===== src/rtl/sample_ctrl_pkg.sv =====
// Shared types and default sizing for the sample controller slice.
package sample_ctrl_pkg;

  localparam int WIDTH_DEF = 32;
  localparam int NREQ_DEF  = 2;

  typedef enum logic [1:0] {
    IDLE  = 2'd0,
    GRANT = 2'd1,
    RESP  = 2'd2
  } state_t;

endpackage


===== src/rtl/sample_ctrl_rr_arb.sv =====
// Round-robin arbiter: picks the lowest requesting index above ptr, wrapping.
module rr_arb #(
  parameter int NREQ = 2,
  parameter int IW   = (NREQ > 1) ? $clog2(NREQ) : 1
) (
  input  logic [NREQ-1:0] req,
  input  logic [IW-1:0]   ptr,
  output logic [NREQ-1:0] gnt,
  output logic [IW-1:0]   idx,
  output logic            any
);

  always_comb begin
    gnt = '0;
    idx = '0;
    any = 1'b0;
    // k walks the rotation distance from ptr, so the first hit is the winner.
    for (int k = 1; k <= NREQ; k++) begin
      for (int i = 0; i < NREQ; i++) begin
        if (!any && req[i] && (i == ((int'(ptr) + k) % NREQ))) begin
          any    = 1'b1;
          gnt[i] = 1'b1;
          idx    = IW'(i);
        end
      end
    end
  end

endmodule


===== src/rtl/sample_ctrl.sv =====
// Free-running counter with round-robin arbitrated snapshot capture on even counts.
module sample_ctrl
  import sample_ctrl_pkg::*;
#(
  parameter int WIDTH = WIDTH_DEF,
  parameter int NREQ  = NREQ_DEF
) (
  input  logic             clk,
  input  logic             rst_n,
  input  logic             cnt_en,
  input  logic             cnt_clr,
  input  logic [NREQ-1:0]  req,
  output logic [NREQ-1:0]  ack,
  output logic [WIDTH-1:0] snap_data,
  output logic [WIDTH-1:0] count,
  output logic             busy
);

  localparam int IW = (NREQ > 1) ? $clog2(NREQ) : 1;

  state_t          state, state_nxt;
  logic [NREQ-1:0] win_oh, win_oh_nxt;
  logic [IW-1:0]   ptr, ptr_nxt;
  logic            capture;

  logic [NREQ-1:0] arb_gnt;
  logic [IW-1:0]   arb_idx;
  logic            arb_any;

  rr_arb #(
    .NREQ (NREQ),
    .IW   (IW)
  ) u_arb (
    .req (req),
    .ptr (ptr),
    .gnt (arb_gnt),
    .idx (arb_idx),
    .any (arb_any)
  );

  always_ff @(posedge clk) begin
    if (!rst_n) begin
      state  <= IDLE;
      win_oh <= '0;
      ptr    <= IW'(NREQ - 1);
    end else begin
      state  <= state_nxt;
      win_oh <= win_oh_nxt;
      ptr    <= ptr_nxt;
    end
  end

  always_comb begin
    state_nxt  = state;
    win_oh_nxt = win_oh;
    ptr_nxt    = ptr;
    capture    = 1'b0;
    ack        = '0;
    busy       = (state != IDLE);
    case (state)
      IDLE: begin
        // The pointer moves on arbitration, so an aborted grant still rotates priority.
        if (arb_any) begin
          state_nxt  = GRANT;
          win_oh_nxt = arb_gnt;
          ptr_nxt    = arb_idx;
        end
      end
      GRANT: begin
        if ((req & win_oh) == '0) begin
          state_nxt = IDLE;
        end else if (!count[0]) begin
          capture   = 1'b1;
          state_nxt = RESP;
        end
      end
      RESP: begin
        ack       = win_oh;
        state_nxt = IDLE;
      end
      default: state_nxt = IDLE;
    endcase
  end

  // Counter runs independently of the FSM; capture sees the pre-update value.
  always_ff @(posedge clk) begin
    if (!rst_n) begin
      count     <= '0;
      snap_data <= '0;
    end else begin
      if (cnt_clr)     count <= '0;
      else if (cnt_en) count <= count + 1'b1;
      if (capture)     snap_data <= count;
    end
  end

endmodule


===== config.mk =====
export PLATFORM = sky130hd
export DESIGN_NAME = sample_ctrl
export DESIGN_NICKNAME = d
export VERILOG_FILES = /design/src/rtl/sample_ctrl_pkg.sv /design/src/rtl/sample_ctrl_rr_arb.sv /design/src/rtl/sample_ctrl.sv
export SDC_FILE = /design/constraint.sdc
export NUM_CORES = 1
export LEC_CHECK = 0
export BUFFER_PORTS_ARGS = -buffer_cell sky130_fd_sc_hd__buf_2
export CAP_MARGIN = 20
export CORE_MARGIN = 5
export CORE_UTILIZATION = 50
export CTS_CLUSTER_DIAMETER = 50
export DETAILED_ROUTE_END_ITERATION = 8
export GPL_TIMING_DRIVEN = 0
export PLACE_DENSITY_LB_ADDON = 0.3
export SYNTH_ARGS = -nofsm -noshare
export SYNTH_HDL_FRONTEND = slang
export SYNTH_SLANG_ARGS = --single-unit

===== constraint.sdc =====
create_clock -name clk -period 1.98 [get_ports clk]
set_clock_uncertainty 0.1 [all_clocks]
set_input_delay 0.099 -clock clk [delete_from_list [all_inputs] [get_ports clk]]
set_output_delay 0.099 -clock clk [all_outputs]
set_load 0.1 [all_outputs]

==> impl_table.tex <==
\begin{tabular}{lr}
\hline
Metric & Value \\
\hline
\multicolumn{2}{l}{\textbf{Die}} \\
\quad Standard-cell rows & 28 \\
\quad I/O pin count & 73 \\
\quad Vertical extent of the die & 88.25 um \\
\quad Initial cell density of the core & 51.71\% \\
\quad Die X & 88.25 um \\
\quad Die Area & 0.007788 sq mm \\
\quad Placeable Area & 0.005921 sq mm \\
\multicolumn{2}{l}{\textbf{Placed design}} \\
\quad Dpl ws & 0.06197 ns \\
\quad Port Buffer Count & 72 \\
\quad Placer Congestion & 0.7857 \\
\quad Number of placed instances with taps included & 459 \\
\quad Detailed Place HPWL & 5018 um \\
\multicolumn{2}{l}{\textbf{Route}} \\
\quad Post-DRT Antenna Nets & 0 \\
\quad Total length of routed wires & 6957 um \\
\quad DRC violation count after routing & 0 \\
\quad Ratio of routed vias to standard cells & 5.513 \\
\quad Detailed-router iteration count before antenna repair & 4 \\
\quad Vias post-DR & around 2600 \\
\quad Wire length per cell & 14.55 um \\
\quad Count of routing violations after the opening detailed-route iteration & 92 \\
\multicolumn{2}{l}{\textbf{Min path}} \\
\quad Startpoint of the lowest-slack hold path & rst\_n \\
\quad HP Class & in -> reg \\
\multicolumn{2}{l}{\textbf{STA}} \\
\quad Post-layout worst setup margin & around 0.11 ns \\
\quad Worst-margin pin slew & around 0.5 ns \\
\quad Final hold viol count & 0 \\
\quad Final worst path period need & 1.872 ns \\
\quad Hold slack & 0.1381 ns \\
\quad Setup tns final & 0 ns \\
\quad Setup repair after global routing missed its margin & false \\
\quad Max Transition Viols Final & 0 \\
\quad Maximum operating frequency & approximately 530 MHz \\
\quad Finish-stage setup viols & 0 \\
\quad Final period util & between 90\% and 100\% \\
\quad Headroom to the max-slew limit & 66.99\% \\
\multicolumn{2}{l}{\textbf{Clock tree}} \\
\quad Setup Buffers After CTS & 0 \\
\quad Total clock buffers created by CTS & 9 \\
\quad Clock latency on the worst-skew pair & 0.34 ns \\
\quad CTS tree & done \\
\quad Root buffer cell & sky130\_fd\_sc\_hd\_\_clkbuf\_8 \\
\quad Maximum buffer depth of the clock tree & 2 \\
\quad Sink count of the clock tree & 69 \\
\quad Worst-path clk slew & $\sim$0.07 ns \\
\quad H-tree levels & 3 \\
\multicolumn{2}{l}{\textbf{Synth}} \\
\quad Share of the synthesized area in the top cell type & 45.12\% \\
\quad Post-synth top area cell & sky130\_fd\_sc\_hd\_\_dfxtp\_1 \\
\quad Post-synthesis average cell area & around 9.8 sq um \\
\quad Sequential share of the synthesized area & 45.12\% \\
\quad Post-Synthesis Cells & roughly 310 \\
\quad Commonest register cell after synthesis & sky130\_fd\_sc\_hd\_\_dfxtp\_1 \\
\quad Library cell with the highest instance count after synthesis & sky130\_fd\_sc\_hd\_\_dfxtp\_1 \\
\quad Most instantiated cells after synthesis & 69 x sky130\_fd\_sc\_hd\_\_dfxtp\_1, 34 x sky130\_fd\_sc\_hd\_\_nor2b\_1, 32 x sky130\_fd\_sc\_hd\_\_mux2i\_1, 18 x sky130\_fd\_sc\_hd\_\_a21oi\_1, 17 x sky130\_fd\_sc\_hd\_\_nor2\_1 \\
\quad Register bit count reported by yosys & 69 \\
\quad Number of synthesized flops with an enable pin & 0 \\
\quad Ranking of synthesized cells by area & sky130\_fd\_sc\_hd\_\_dfxtp\_1 45\%, sky130\_fd\_sc\_hd\_\_mux2i\_1 10\%, sky130\_fd\_sc\_hd\_\_nor2b\_1 6.9\% \\
\quad Synthesized cell area & 0.003062 sq mm \\
\quad Fraction of synthesis flops using an asynchronous set or reset pin & 0\% \\
\quad Number of nets produced by synthesis & 319 \\
\quad Warnings from Yosys & 0 \\
\quad Number of distinct standard cells referenced by the synthesized netlist & 42 \\
\multicolumn{2}{l}{\textbf{Finish}} \\
\quad Final cell count without fillers & 478 \\
\quad Layout cells sized above 1 & 33.75\% \\
\quad Relative area change from synthesis to final layout & 25.13\% \\
\quad Final core utilization & 64.71\% \\
\quad FILL cells & 494 \\
\quad Number of nets in the layout & 405 \\
\quad Diodes inserted & 0 \\
\multicolumn{2}{l}{\textbf{Global routing}} \\
\quad Largest net degree at the start of global routing & 12 \\
\quad Aggregate global routing overflow & 0 \\
\quad Antenna violations before repair & 0 \\
\quad Number of global-route vias before repair & 2462 \\
\quad Wire length of the first global-routing pass & 11580 um \\
\quad GR Util All Layers & between 10\% and 20\% \\
\multicolumn{2}{l}{\textbf{Power}} \\
\quad Leakage power total & roughly 1.5 nW \\
\quad Power per cell area & 677.9 mW/mm\^{}2 \\
\quad Worst VDD drop & 0.6245 mV \\
\multicolumn{2}{l}{\textbf{Critical path}} \\
\quad Worst endpoint required time & 2.15 ns \\
\quad Crit path DAT & 2.04 ns \\
\quad Maximum fanout along the worst path & 10 \\
\quad Crit path kind & reg -> reg \\
\quad Launching point of the worst reg2reg path & count[0] \\
\quad Critical path capture point type & flop \\
\quad Setup crit start kind & flop \\
\quad Startpoint of the worst setup timing path & count[0] \\
\multicolumn{2}{l}{\textbf{Run}} \\
\quad Number of maximum-capacitance constraint violations & 0 \\
\multicolumn{2}{l}{\textbf{Run status}} \\
\quad Result of the run & finished clean \\
\hline
\end{tabular}
[logic make-up (layout without fill, tap and decap cells)]
kind of cell	Yosys count	in the layout	share of synthesized area, %
AO/OA/AOI/OAI	43	43	8.827
XOR/XNOR	12	12	3.433
adder cells (fa/ha/maj)	1	1	0.4086
buffers and inverters	21	112	3.555
flip-flops	69	69	45.12
multiplexers	33	33	10.83
AND/OR/NAND/NOR	133	133	27.83
[flip-flops by register name, indices dropped and copies added, names as in the netlist]
name / count
snap_data: 32
ptr: 1
win_oh: 2
count: 32
state: 2
[critical path: stages, from the launching register on]
cell	delay (ns)
sky130_fd_sc_hd__dfxtp_4	0.40
sky130_fd_sc_hd__ha_2	0.22
sky130_fd_sc_hd__and2_4	0.20
sky130_fd_sc_hd__nand3_4	0.10
sky130_fd_sc_hd__buf_6	0.15
sky130_fd_sc_hd__or4_1	0.47
sky130_fd_sc_hd__a21oi_1	0.16
[routing by layer]
layer	wire, um	up-vias	track usage (%)
li1	-	1308	-
met1	3214	1256	24.78
met2	3241	60	30.05
met3	386	11	3.911
met4	115	0	7.555
met5	0	-	0
[final timing paths]
kind	cells past startpoint	to	slack, ns
max	6	count[30]	0.11
min	4	count[13]	0.14
max reg2reg	6	count[30]	0.11
min reg2reg	2	snap_data[0]	0.33
[cells in the final DEF (no fill, tap or decap), drive strengths merged, types with 2 or more instances in the layout]
| cell | n |
|---|---|
| and2 | 3 |
| buf | 79 |
| dfxtp | 69 |
| a21oi | 18 |
| and3 | 9 |
| and4 | 5 |
| and3b | 2 |
| or4 | 14 |
| mux2i | 32 |
| nand4 | 14 |
| clkbuf | 21 |
| nor2b | 34 |
| inv | 4 |
| clkinv | 3 |
| nor2 | 17 |
| o21ai | 5 |
| nand2 | 14 |
| dlygate4sd3 | 3 |
| or3 | 4 |
| xor2 | 11 |
| o31ai | 14 |
| nand3 | 13 |
[report_power, final]
part,internal (mW),leakage [nW],switching [mW]
sequential,1.37,0.578,0.0102
clock,0.574,0.0907,0.517
combinational,0.0478,0.823,0.0798
total,1.99,1.49,0.607
[metrics by stage]
step           total power [mW]  instance area, sq um
5_1_grt                   2.689                  3831
3_5_place_dp              1.534                  3606
3_3_place_gp              1.531                  3606
6_report                  2.597                  3831
4_1_cts                   2.616                  3819
2_1_floorplan             1.503                  3152
[repair_timing]
action | 4_1_cts | 5_1_grt
endpoints found under the hold margin | 3 | 0
resized for setup | 0 | 4
hold buffers | 3 | 0
setup endpoints to repair | 0 | 4
[cell type report]
class                   count  area [sq um]  share of cell area (%)
well taps                  75         93.84                   2.449
clock inverters             5         51.30                   1.339
repair buffers             75         390.4                   10.19
plain buffers              17         96.34                   2.515
clock buffers              11         131.4                   3.429
inverters                   4         15.01                  0.3919
flip-flops and latches     69          1471                   38.41
multi-input cells         222          1582                   41.28
(Power assumes the default switching activity.)
